--- config.mk ---
export PLATFORM = sky130hd
export DESIGN_NAME = execute_stage_flat
export DESIGN_NICKNAME = d
export VERILOG_FILES = /design/src/rtl/execute_stage_if.sv /design/src/rtl/execute_stage.sv /design/src/flat_wrapper.sv
export SDC_FILE = /design/constraint.sdc
export NUM_CORES = 2
export LEC_CHECK = 0
export ABC_AREA = 0
export CORE_MARGIN = 2
export CORE_UTILIZATION = 34
export DETAILED_ROUTE_END_ITERATION = 8
export PLACE_DENSITY = 0.62
export SLEW_MARGIN = 30
export SYNTH_ARGS = -nofsm -noshare
export SYNTH_HDL_FRONTEND = slang
export SYNTH_SLANG_ARGS = --single-unit
export TNS_END_PERCENT = 100
--- constraint.sdc ---
create_clock -name clk -period 15.2 [get_ports clk]
set_input_delay 2.28 -clock clk [delete_from_list [all_inputs] [get_ports clk]]
set_output_delay 2.28 -clock clk [all_outputs]
set_load 0.03 [all_outputs]
--- src/rtl/execute_stage_if.sv ---
// Purpose:
//   Bundles the two bus-like channels of the execute stage: the decoded
//   instruction channel coming from Decode (valid/ready) and the handshaked
//   data-memory port (req/ack).
// Modports:
//   master - the surrounding system: drives the instruction fields, mem_ack
//            and mem_rdata; observes in_ready and the memory request.
//   slave  - the execute stage: accepts instructions and drives the memory
//            request.
// Signals:
//   in_valid/in_ready, uop, num_to_rhs, num, sel_p0, sel_p1, sel_in,
//   branch_cond, mem_req, mem_we, mem_addr, mem_wdata, mem_ack, mem_rdata
interface execute_stage_if #(
    parameter int XLEN  = 32,
    parameter int NREGS = 16
);
    localparam int RSEL = $clog2(NREGS);

    logic            in_valid;
    logic            in_ready;
    logic [4:0]      uop;
    logic            num_to_rhs;
    logic [XLEN-1:0] num;
    logic [RSEL-1:0] sel_p0;
    logic [RSEL-1:0] sel_p1;
    logic [RSEL-1:0] sel_in;
    logic [3:0]      branch_cond;

    logic            mem_req;
    logic            mem_we;
    logic [XLEN-1:0] mem_addr;
    logic [XLEN-1:0] mem_wdata;
    logic            mem_ack;
    logic [XLEN-1:0] mem_rdata;

    modport master (
        output in_valid, uop, num_to_rhs, num, sel_p0, sel_p1, sel_in,
               branch_cond, mem_ack, mem_rdata,
        input  in_ready, mem_req, mem_we, mem_addr, mem_wdata
    );

    modport slave (
        input  in_valid, uop, num_to_rhs, num, sel_p0, sel_p1, sel_in,
               branch_cond, mem_ack, mem_rdata,
        output in_ready, mem_req, mem_we, mem_addr, mem_wdata
    );
endinterface

--- src/rtl/execute_stage.sv ---
// Purpose:
//   Execute stage of a small in-order core: register file, NZCV flags, ALU,
//   branch condition check, multi-cycle load/store port and a GPIO block.
//   One decoded instruction is accepted per cycle while in EXEC; loads and
//   stores park the stage in MEM until the memory acknowledges. A taken
//   branch squashes the next SHADOW accepted instructions.
// Ports:
//   clk        - clock, all state on rising edge
//   rst_n      - asynchronous active-low reset
//   bus        - execute_stage_if.slave: instruction channel + memory port
//   gpio_in    - GPIO input pins (already synchronised externally)
//   gpio_state - GPIO output register
//   flags      - {N,Z,C,V}
//   br_valid   - one-cycle pulse when a branch is taken
//   br_offset  - branch delta, valid with br_valid, otherwise 0
module execute_stage #(
    parameter int XLEN   = 32,
    parameter int NREGS  = 16,
    parameter int NGPIO  = 32,
    parameter int SHADOW = 1
) (
    input  logic             clk,
    input  logic             rst_n,
    execute_stage_if.slave   bus,
    input  logic [NGPIO-1:0] gpio_in,
    output logic [NGPIO-1:0] gpio_state,
    output logic [3:0]       flags,
    output logic             br_valid,
    output logic [XLEN-1:0]  br_offset
);
    localparam int RSEL = $clog2(NREGS);
    localparam int SHW  = $clog2(XLEN);

    localparam logic [0:0] ST_EXEC = 1'b0;
    localparam logic [0:0] ST_MEM  = 1'b1;

    localparam logic [4:0] UOP_ADD     = 5'd1;
    localparam logic [4:0] UOP_SUB     = 5'd2;
    localparam logic [4:0] UOP_AND     = 5'd3;
    localparam logic [4:0] UOP_OR      = 5'd4;
    localparam logic [4:0] UOP_XOR     = 5'd5;
    localparam logic [4:0] UOP_LSL     = 5'd6;
    localparam logic [4:0] UOP_LSR     = 5'd7;
    localparam logic [4:0] UOP_MOV     = 5'd8;
    localparam logic [4:0] UOP_CMP     = 5'd9;
    localparam logic [4:0] UOP_LDR     = 5'd10;
    localparam logic [4:0] UOP_STR     = 5'd11;
    localparam logic [4:0] UOP_GPIO_WR = 5'd12;
    localparam logic [4:0] UOP_GPIO_RD = 5'd13;
    localparam logic [4:0] UOP_B       = 5'd14;

    logic [XLEN-1:0]  regsQ [NREGS];
    logic [0:0]       stateQ, stateD;
    logic [3:0]       flagsQ, flagsD;
    logic [NGPIO-1:0] gpioQ, gpioD;
    logic             brValidQ, brValidD;
    logic [XLEN-1:0]  brOffsetQ, brOffsetD;
    logic [2:0]       shadowQ, shadowD;
    logic             memReqQ, memReqD;
    logic             memWeQ, memWeD;
    logic [XLEN-1:0]  memAddrQ, memAddrD;
    logic [XLEN-1:0]  memWdataQ, memWdataD;
    logic [RSEL-1:0]  memDestQ, memDestD;

    logic             accept;
    logic             execute;
    logic [XLEN-1:0]  lhs, rhs;
    logic [XLEN:0]    sumFull, diffFull;
    logic [XLEN-1:0]  aluRes;
    logic [XLEN-1:0]  gpioExt;
    logic             rfWe;
    logic [RSEL-1:0]  rfWaddr;
    logic [XLEN-1:0]  rfWdata;

    // ARM condition codes evaluated on {N,Z,C,V}; code 15 never passes.
    function automatic logic condPass(input logic [3:0] c, input logic [3:0] f);
        logic n, z, cy, v;
        {n, z, cy, v} = f;
        case (c)
            4'd0:    condPass = z;
            4'd1:    condPass = !z;
            4'd2:    condPass = cy;
            4'd3:    condPass = !cy;
            4'd4:    condPass = n;
            4'd5:    condPass = !n;
            4'd6:    condPass = v;
            4'd7:    condPass = !v;
            4'd8:    condPass = cy && !z;
            4'd9:    condPass = !cy || z;
            4'd10:   condPass = (n == v);
            4'd11:   condPass = (n != v);
            4'd12:   condPass = !z && (n == v);
            4'd13:   condPass = z || (n != v);
            4'd14:   condPass = 1'b1;
            default: condPass = 1'b0;
        endcase
    endfunction

    assign accept  = bus.in_valid && bus.in_ready;
    // Accepted instructions inside a branch shadow have no architectural effect.
    assign execute = accept && (shadowQ == 3'd0);

    assign bus.in_ready  = (stateQ == ST_EXEC);
    assign bus.mem_req   = memReqQ;
    assign bus.mem_we    = memWeQ;
    assign bus.mem_addr  = memAddrQ;
    assign bus.mem_wdata = memWdataQ;
    assign gpio_state    = gpioQ;
    assign flags         = flagsQ;
    assign br_valid      = brValidQ;
    assign br_offset     = brOffsetQ;

    // Operand selection and the shared adder/subtractor. The subtract path
    // adds the inverted rhs plus one so its carry-out is the ARM "no borrow".
    always_comb begin
        lhs      = regsQ[bus.sel_p1];
        rhs      = bus.num_to_rhs ? bus.num : regsQ[bus.sel_p0];
        sumFull  = {1'b0, lhs} + {1'b0, rhs};
        diffFull = {1'b0, lhs} + {1'b0, ~rhs} + {{XLEN{1'b0}}, 1'b1};
        gpioExt  = '0;
        gpioExt[NGPIO-1:0] = gpio_in;
    end

    // Next-state logic: instruction execution in EXEC, load/store completion
    // in MEM. Only one of the two can write the register file in a cycle
    // because nothing is accepted while in MEM.
    always_comb begin
        stateD    = stateQ;
        flagsD    = flagsQ;
        gpioD     = gpioQ;
        brValidD  = 1'b0;
        brOffsetD = '0;
        shadowD   = shadowQ;
        memReqD   = memReqQ;
        memWeD    = memWeQ;
        memAddrD  = memAddrQ;
        memWdataD = memWdataQ;
        memDestD  = memDestQ;
        aluRes    = '0;
        rfWe      = 1'b0;
        rfWaddr   = bus.sel_in;
        rfWdata   = '0;

        if (accept && (shadowQ != 3'd0)) begin
            shadowD = shadowQ - 3'd1;
        end

        if (stateQ == ST_MEM) begin
            if (bus.mem_ack) begin
                memReqD = 1'b0;
                stateD  = ST_EXEC;
                if (!memWeQ) begin
                    rfWe    = 1'b1;
                    rfWaddr = memDestQ;
                    rfWdata = bus.mem_rdata;
                end
            end
        end else if (execute) begin
            case (bus.uop)
                UOP_ADD: begin
                    aluRes  = sumFull[XLEN-1:0];
                    rfWe    = 1'b1;
                    rfWdata = aluRes;
                    flagsD  = {aluRes[XLEN-1], aluRes == '0, sumFull[XLEN],
                               (lhs[XLEN-1] == rhs[XLEN-1]) && (aluRes[XLEN-1] != lhs[XLEN-1])};
                end
                UOP_SUB, UOP_CMP: begin
                    aluRes  = diffFull[XLEN-1:0];
                    rfWe    = (bus.uop == UOP_SUB);
                    rfWdata = aluRes;
                    flagsD  = {aluRes[XLEN-1], aluRes == '0, diffFull[XLEN],
                               (lhs[XLEN-1] != rhs[XLEN-1]) && (aluRes[XLEN-1] != lhs[XLEN-1])};
                end
                UOP_AND, UOP_OR, UOP_XOR, UOP_LSL, UOP_LSR: begin
                    case (bus.uop)
                        UOP_AND: aluRes = lhs & rhs;
                        UOP_OR:  aluRes = lhs | rhs;
                        UOP_XOR: aluRes = lhs ^ rhs;
                        UOP_LSL: aluRes = lhs << rhs[SHW-1:0];
                        default: aluRes = lhs >> rhs[SHW-1:0];
                    endcase
                    rfWe    = 1'b1;
                    rfWdata = aluRes;
                    flagsD  = {aluRes[XLEN-1], aluRes == '0, flagsQ[1:0]};
                end
                UOP_MOV: begin
                    rfWe    = 1'b1;
                    rfWdata = rhs;
                end
                UOP_LDR, UOP_STR: begin
                    stateD    = ST_MEM;
                    memReqD   = 1'b1;
                    memWeD    = (bus.uop == UOP_STR);
                    memAddrD  = sumFull[XLEN-1:0];
                    memWdataD = regsQ[bus.sel_p0];
                    memDestD  = bus.sel_in;
                end
                UOP_GPIO_WR: begin
                    gpioD = sumFull[NGPIO-1:0];
                end
                UOP_GPIO_RD: begin
                    rfWe    = 1'b1;
                    rfWdata = gpioExt;
                end
                UOP_B: begin
                    if (condPass(bus.branch_cond, flagsQ)) begin
                        brValidD  = 1'b1;
                        brOffsetD = bus.num;
                        shadowD   = 3'(SHADOW);
                    end
                end
                default: begin
                end
            endcase
        end
    end

    // Control, flag, GPIO, branch and memory-port registers. Reset drops an
    // outstanding memory request immediately and abandons its writeback.
    always_ff @(posedge clk or negedge rst_n) begin
        if (!rst_n) begin
            stateQ    <= ST_EXEC;
            flagsQ    <= '0;
            gpioQ     <= '0;
            brValidQ  <= 1'b0;
            brOffsetQ <= '0;
            shadowQ   <= '0;
            memReqQ   <= 1'b0;
            memWeQ    <= 1'b0;
            memAddrQ  <= '0;
            memWdataQ <= '0;
            memDestQ  <= '0;
        end else begin
            stateQ    <= stateD;
            flagsQ    <= flagsD;
            gpioQ     <= gpioD;
            brValidQ  <= brValidD;
            brOffsetQ <= brOffsetD;
            shadowQ   <= shadowD;
            memReqQ   <= memReqD;
            memWeQ    <= memWeD;
            memAddrQ  <= memAddrD;
            memWdataQ <= memWdataD;
            memDestQ  <= memDestD;
        end
    end

    // Register file: combinational reads above, single write port here.
    always_ff @(posedge clk or negedge rst_n) begin
        if (!rst_n) begin
            for (int i = 0; i < NREGS; i++) begin
                regsQ[i] <= '0;
            end
        end else if (rfWe) begin
            regsQ[rfWaddr] <= rfWdata;
        end
    end
endmodule

--- src/flat_wrapper.sv ---
// flat-port wrapper written by rule: the top's interface ports become plain ports
module execute_stage_flat 
#(
    parameter int XLEN   = 32,
    parameter int NREGS  = 16,
    parameter int NGPIO  = 32,
    parameter int SHADOW = 1
)
  (clk, rst_n, gpio_in, gpio_state, flags, br_valid, br_offset, bus_in_valid, bus_uop, bus_num_to_rhs, bus_num, bus_sel_p0, bus_sel_p1, bus_sel_in, bus_branch_cond, bus_mem_ack, bus_mem_rdata, bus_in_ready, bus_mem_req, bus_mem_we, bus_mem_addr, bus_mem_wdata);
  execute_stage_if #(.XLEN(XLEN), .NREGS(NREGS)) bus_i ();
  input  logic clk;
  input  logic rst_n;
  input  logic [NGPIO-1:0] gpio_in;
  output logic [NGPIO-1:0] gpio_state;
  output logic [3:0] flags;
  output logic br_valid;
  output logic [XLEN-1:0] br_offset;
  input wire logic [$bits(bus_i.in_valid)-1:0] bus_in_valid;
  input wire logic [$bits(bus_i.uop)-1:0] bus_uop;
  input wire logic [$bits(bus_i.num_to_rhs)-1:0] bus_num_to_rhs;
  input wire logic [$bits(bus_i.num)-1:0] bus_num;
  input wire logic [$bits(bus_i.sel_p0)-1:0] bus_sel_p0;
  input wire logic [$bits(bus_i.sel_p1)-1:0] bus_sel_p1;
  input wire logic [$bits(bus_i.sel_in)-1:0] bus_sel_in;
  input wire logic [$bits(bus_i.branch_cond)-1:0] bus_branch_cond;
  input wire logic [$bits(bus_i.mem_ack)-1:0] bus_mem_ack;
  input wire logic [$bits(bus_i.mem_rdata)-1:0] bus_mem_rdata;
  output wire logic [$bits(bus_i.in_ready)-1:0] bus_in_ready;
  output wire logic [$bits(bus_i.mem_req)-1:0] bus_mem_req;
  output wire logic [$bits(bus_i.mem_we)-1:0] bus_mem_we;
  output wire logic [$bits(bus_i.mem_addr)-1:0] bus_mem_addr;
  output wire logic [$bits(bus_i.mem_wdata)-1:0] bus_mem_wdata;
  assign bus_i.in_valid = bus_in_valid;
  assign bus_i.uop = bus_uop;
  assign bus_i.num_to_rhs = bus_num_to_rhs;
  assign bus_i.num = bus_num;
  assign bus_i.sel_p0 = bus_sel_p0;
  assign bus_i.sel_p1 = bus_sel_p1;
  assign bus_i.sel_in = bus_sel_in;
  assign bus_i.branch_cond = bus_branch_cond;
  assign bus_i.mem_ack = bus_mem_ack;
  assign bus_i.mem_rdata = bus_mem_rdata;
  assign bus_in_ready = bus_i.in_ready;
  assign bus_mem_req = bus_i.mem_req;
  assign bus_mem_we = bus_i.mem_we;
  assign bus_mem_addr = bus_i.mem_addr;
  assign bus_mem_wdata = bus_i.mem_wdata;
  execute_stage #(.XLEN(XLEN), .NREGS(NREGS), .NGPIO(NGPIO), .SHADOW(SHADOW)) u_core (.clk(clk), .rst_n(rst_n), .bus(bus_i), .gpio_in(gpio_in), .gpio_state(gpio_state), .flags(flags), .br_valid(br_valid), .br_offset(br_offset));
endmodule
Yosys cells after proc, flatten, opt, wreduce, memory -nomap -nowiden --
Index checks and enable logic that the tools add are counted.
Storage, ports and cells: bits in registers 655, bits in latches 0, bits in writable memories 0, bits in read-only memories 0, memories 0
Operators by class: $add $sub $neg 4, multiply operators 0, divide/modulo/power cells 0, order comparisons 4, eq/ne operators 35, shift-type cells 2, multiplexer cells 53, bitwise logic cells 9, reduce and logical (&&, ||, !) cells 33
Operators with widths (number):
- $mux W32 | 17
- $bwmux W512 | 1
- $bmux W32 S4 | 2
- $pmux W32 S5 | 1
- $demux W32 S4 | 1
- $pmux W32 S4 | 1
- $logic_not A32 Y1 | 3
- $add A32 B32 Y33 | 2
- $eq A5 B4 Y1 const B | 7
- $add A33 B1 Y33 const B | 1
- $and A32 B32 Y32 | 1
- $not A32 Y32 | 1
- $or A32 B32 Y32 | 1
- $shl A32 B5 Y32 | 1
- $shr A32 B5 Y32 | 1
- $xor A32 B32 Y32 | 1
- $eq A4 B4 Y1 const B | 7
- $eq A5 B3 Y1 const B | 4
- $mux W1 | 19
- $eq A4 B3 Y1 const B | 4
- $ge A5 B5 Y1 const B | 3
- $mux W3 | 5
- $not A4 Y5 | 3
- $pmux W1 S15 | 1
- 25 further kinds | 52

Logic depth before layout (Yosys ltp) --
depth in word-level cells 14, mapped depth 26, mapped depth without buffers 20

Worst setup path after synthesis --
No wires, ideal clock.
path type in2reg, from input port bus_sel_p0[0], to register u_core.regsQ[191] in the netlist's numbering, setup time 0.138 ns, arrival time 8.073 ns, required time 15.062 ns, slack 6.989 ns, stages 22, cells stage by stage buf_2 buf_2 buf_2 buf_1 mux4_2 mux4_2 mux2i_1 ha_1 clkbuf_1 nor4_1 a21oi_1 and3_1 a21oi_1 a31oi_1 o21ai_0 a221o_1 xnor2_1 a222oi_1 o211ai_1 a22oi_1 buf_2 a21oi_1
On the way: word-level cells in the longest chain between the ends 14, elaborated cells between the ends (all ways) 22
Ends and longest elaborated chain:
- from (decl) | line flat_wrapper.sv:22 | input wire logic [$bits(bus_i.sel_p0)-1:0] bus_sel_p0;
- $not A4 Y5 (not written as such) * | line execute_stage.sv:117 | rhs = bus.num_to_rhs ? bus.num : regsQ[bus.sel_p0];
- $bmux W32 S4 * | line execute_stage.sv:117
- $mux W32 (not written as such) * (2 in series) | line execute_stage.sv:117
- $mux W32 * | line execute_stage.sv:117
- parallel branches: the longest is 5 deep, another holds $add A32 B32 Y33
- $pmux W32 S5 * | line execute_stage.sv:159 | case (bus.uop)
- $mux W32 * | line execute_stage.sv:158 | end else if (execute) begin
- $mux W32 * | line execute_stage.sv:148 | if (stateQ == ST_MEM) begin
- $bwmux W512 * | line execute_stage.sv:255 | regsQ[rfWaddr] <= rfWdata;
- to (signal, indexed assignment) | line execute_stage.sv:255
- to (decl) | line execute_stage.sv:52 | logic [XLEN-1:0] regsQ [NREGS];
Every way passes the cells marked *. The select of a mux whose other input is x is not followed. A chain may end at the register's enable or synchronous reset.

Worst setup path after layout --
from input port bus_sel_p0[1], to register u_core.regsQ[438] in the netlist's numbering
The elaborated chain is that of the path after synthesis.

==> flow_metrics.env <==
export IMPL_yosys_area_share_simple=0.123
export IMPL_worstHoldStart="u_core.gpio_state[16]"
export IMPL_whs_endpoint="u_core.gpio_state[16]"
export IMPL_ios=258
export IMPL_ys_async_sr_fraction=1.00
export IMPL_cts_resized=0
export IMPL_grt_pass1_wl_um=229000
export IMPL_cts_made_buffers=71
export IMPL_syn_num_nets=4268
export IMPL_fin_crit_sh=0.605
export IMPL_synth_edf_count=0
export IMPL_drive_gt1_frac=0.163
export IMPL_worstPathArrival_ns=9.72
export IMPL_cts_tree="done"
export IMPL_min_path_cells=2
export IMPL_synth_most_common_cell="dfrtp_1"
export IMPL_cts_sinks=655
export IMPL_synthTopCellsByCount="dfrtp_1, nand2_1, nor2_1"
export IMPL_r2r_end="u_core.regsQ[438]"
export IMPL_pwr_share_seq=0.391
export IMPL_dieWidth_um=350
export IMPL_relSlewSlack=0.315
export IMPL_synth_top_family_by_area="multiplexers"
export IMPL_drt_pass1_iterations=7
export IMPL_place_congestion=1.02
export IMPL_finalMaxSlewViolations=0
export IMPL_crit_top_cell="o21ai_0"
export IMPL_crit_path_cell_trace="buf_6 > mux4_2 > mux2_2 > a222oi_1 > buf_4 > bufinv_8 > fa_1 > nand2b_1 > a21oi_1 > o21ai_0 > a211oi_1 > o21ai_0 > a21oi_1 > o21ai_1 > nor4_1 > a311oi_1 > o221ai_1 > a22oi_2 > o21ai_0"
export IMPL_path_clk_slew_ns=0.06
export IMPL_reg2reg_depth=19
export IMPL_ys_flop_type="dfrtp_1"
export IMPL_required_ns=15.73
export IMPL_synth_compound_area_share=0.165
export IMPL_synth_area_mux_share=0.221
export IMPL_met3_wirelength_um=14100
export IMPL_p_leak_nw=19.8
export IMPL_ir_worst_vdd_mv=0.0935
export IMPL_antenna_cells=0
export IMPL_cpMaxStageDelayCell="a22oi_2"
export IMPL_nets=4335
export IMPL_hold_class="reg2reg"
export IMPL_cts_hold_fix_buffers=0
export IMPL_max_cap_viol_count=0
export IMPL_setup_tns_ns=0
export IMPL_wire_per_inst_um=27.0
export IMPL_first_global_vias=33700
export IMPL_route_met2_wl_um=70800
export IMPL_yosysTopAreaCell="dfrtp_1"
export IMPL_fill_cells=11500
export IMPL_p_sw_mw=1.77
export IMPL_coreArea_sq_um=118000
export IMPL_rows=126
export IMPL_die_h_um=350
export IMPL_clock_power_share=0.348
export IMPL_synthXorXnorAreaFrac=0.0114
export IMPL_grt_start_max_net_pins=181
export IMPL_r2r_start="u_core.regsQ[384]"
export IMPL_cts_buffer_depth=3
export IMPL_setup_violations=0
export IMPL_synth_seq_cells=655
export IMPL_routed_wirelength_um=156000
export IMPL_yosys_warnings=0
export IMPL_p_per_area_nw_per_um2=112
export IMPL_maxClockFrequency_mhz=109
export IMPL_antenna_found_initial=1
export IMPL_synth_area_sq_um=40700
export IMPL_grt_use_total=0.251
export IMPL_numPortBuffers=257
export IMPL_crit_buf_inv=3
export IMPL_area_delta_synth_final_pct=15.8
export IMPL_synth_cell_type_count=83
export IMPL_final_core_utilization=0.398
export IMPL_critical_path_top_delay_family="compound AO/OA/AOI/OAI gates"
export IMPL_path_max_fanout=70
export IMPL_rsz0062_at_grt="false"
export IMPL_vias_per_cell=6.03
export IMPL_period_needed_ns=9.19
export IMPL_htree_levels=3
export IMPL_synth_adder_area_share=0.0314
export IMPL_cts_root_buf="clkbuf_16"
export IMPL_drtIter0Drc=4016
export IMPL_syn_inst=4045
export IMPL_post_cts_buffers=0
export IMPL_yosys_top_cells_area="dfrtp_1, mux4_2, nand2_1"
export IMPL_worstSetupPathType="in2reg"
export IMPL_critPathLaunchType="primary input"
export IMPL_yosysTopAreaCellShare=0.403
export IMPL_cp_slowest_stage_delay_ns=0.74
export IMPL_hold_viol=0
export IMPL_dieArea_sq_um=123000
export IMPL_grt_overflow=0
export IMPL_power_share_combinational=0.261
export IMPL_finClkSkew_ns=0.0562
export IMPL_end_kind="flip-flop"
export IMPL_p_sw_frac=0.334
export IMPL_outcome="complete, no violations"
export IMPL_drc=0
export IMPL_yosysSeqAreaShare=0.403
export IMPL_max_slew_worst_pin_slew_ns=1.03
export IMPL_initial_utilization=0.344
export IMPL_vias=34800
export IMPL_avgSynthCellArea_sq_um=10.1
export IMPL_internal_power_mw=3.52
export IMPL_topRoutingLayerUsed="met4"
export IMPL_drt_met1_wl_um=62900
export IMPL_r2r_slack_ns=7.95
export IMPL_insertion_delay_ns=0.69
export IMPL_ant_nets=0
export IMPL_dpl_hpwl_um=108000
-- area by class of cell --
| class | count | area [sq um] | share of cell area |
|---|---|---|---|
| multi-input cells | 2931 | 22600 | 0.479 |
| inverters | 110 | 427 | 0.00905 |
| clock buffers | 99 | 2040 | 0.0433 |
| well taps | 1600 | 2000 | 0.0425 |
| repair buffers | 343 | 3250 | 0.0690 |
| flip-flops and latches | 655 | 16400 | 0.348 |
| clock inverters | 28 | 447 | 0.00947 |
-- sequential cells by signal, summed over array words and instances, names as in the netlist, 3 cells and up --
name,cells
u_core.memDestQ,4
u_core.bus.mem_wdata,32
u_core.shadowQ,3
u_core.gpio_state,32
u_core.regsQ,512
u_core.flags,4
u_core.br_offset,32
u_core.bus.mem_addr,32
-- worst register-to-register path: stages, from the launching register on --
cell and delay [ns]:
dfrtp_1 0.40, mux4_2 0.47, mux2i_1 0.26, nand2_2 0.40
nand3_1 0.59, inv_2 0.19, ha_1 0.28, fa_1 0.47
nand2b_1 0.10, a21oi_1 0.10, o21ai_0 0.26, a211oi_1 0.18
o21ai_0 0.45, a21oi_1 0.25, o21ai_1 0.51, nor4_1 0.09
a311oi_1 0.68, o221ai_1 0.45, a22oi_2 0.75, o21ai_0 0.22
-- through the flow --
stage	setup slack, ns	cells	hold WS, ns	power, mW	area (sq um)
floorplan	6.99	4045	0.461	2.91	40700
global placement	5.25	5635	0.461	3.42	44600
detailed placement	5.24	5637	0.470	3.45	44600
CTS	5.91	5764	0.482	5.29	47100
global route	5.61	5766	0.501	5.51	47100
finish	6.01	5766	0.476	5.29	47100
-- how the worst max path moves through the flow --
| stage | startpoint | endpoint | slack, ns | cells after the start |
|---|---|---|---|---|
| final | bus_sel_p0[1] | u_core.regsQ[438] | 6.01 | 19 |
| after global routing | bus_sel_p0[0] | u_core.regsQ[182] | 5.61 | 20 |
| after CTS | bus_sel_p0[0] | u_core.regsQ[438] | 5.91 | 20 |
| after detailed placement | bus_sel_p0[0] | u_core.regsQ[438] | 5.24 | 20 |
| after global placement | bus_sel_p0[3] | u_core.regsQ[186] | 5.25 | 22 |
| after floorplan | bus_sel_p0[0] | u_core.regsQ[191] | 6.99 | 22 |
-- logic make-up after synthesis --
group                    count (synthesis)
adder cells (fa/ha/maj)                101
AND/OR/NAND/NOR                       1150
buffers and inverters                  459
AO/OA/AOI/OAI                         1128
flip-flops                             655
multiplexers                           499
XOR/XNOR                                53
-- power by group through the flow --
stage / logic (mW) / clock network (mW) / registers, mW
6_report: 1.38 / 1.84 / 2.07
4_1_cts: 1.35 / 1.87 / 2.07
3_5_place_dp: 1.35 / 0 / 2.10
5_1_grt: 1.48 / 1.94 / 2.09
2_1_floorplan: 0.787 / 0 / 2.13
3_3_place_gp: 1.34 / 0 / 2.08
-- per-layer routing --
layer  track usage  up-vias
met1         0.340    17500
li1              -    15100
met5             0        -
met2         0.393     1868
met3        0.0429      360
met4         0.117        0
-- layout by cell type, fill, tap and decap left out, types with 12 or more instances in the layout --
cell type,Yosys,final
a222oi_1,18,18
o21ai_0,323,323
nor3_1,42,39
nand2b_1,21,20
o21bai_1,16,16
clkbuf_8,0,18
o31ai_1,33,33
nor4_1,15,14
mux2_2,106,106
nand3_1,72,72
o21ai_1,99,99
xnor2_1,39,39
xor2_1,14,14
a31oi_1,21,21
nor2_1,359,357
o211ai_1,29,29
dfrtp_1,655,655
mux4_2,309,309
nand2_1,472,460
nand4_1,42,42
clkbuf_16,0,71
ha_1,99,99
nor2b_1,22,21
a22oi_1,21,21
a221oi_1,20,20
a21oi_1,347,340
o22ai_1,49,49
and2_1,55,53
clkdlybuf4s50_1,0,247
buf_4,4,79
o221ai_1,27,27
clkbuf_1,254,12
inv_1,105,105
a211oi_1,30,30
a21o_1,16,16
mux2i_1,83,82
No activity file was read; power rests on OpenSTA's default activity.
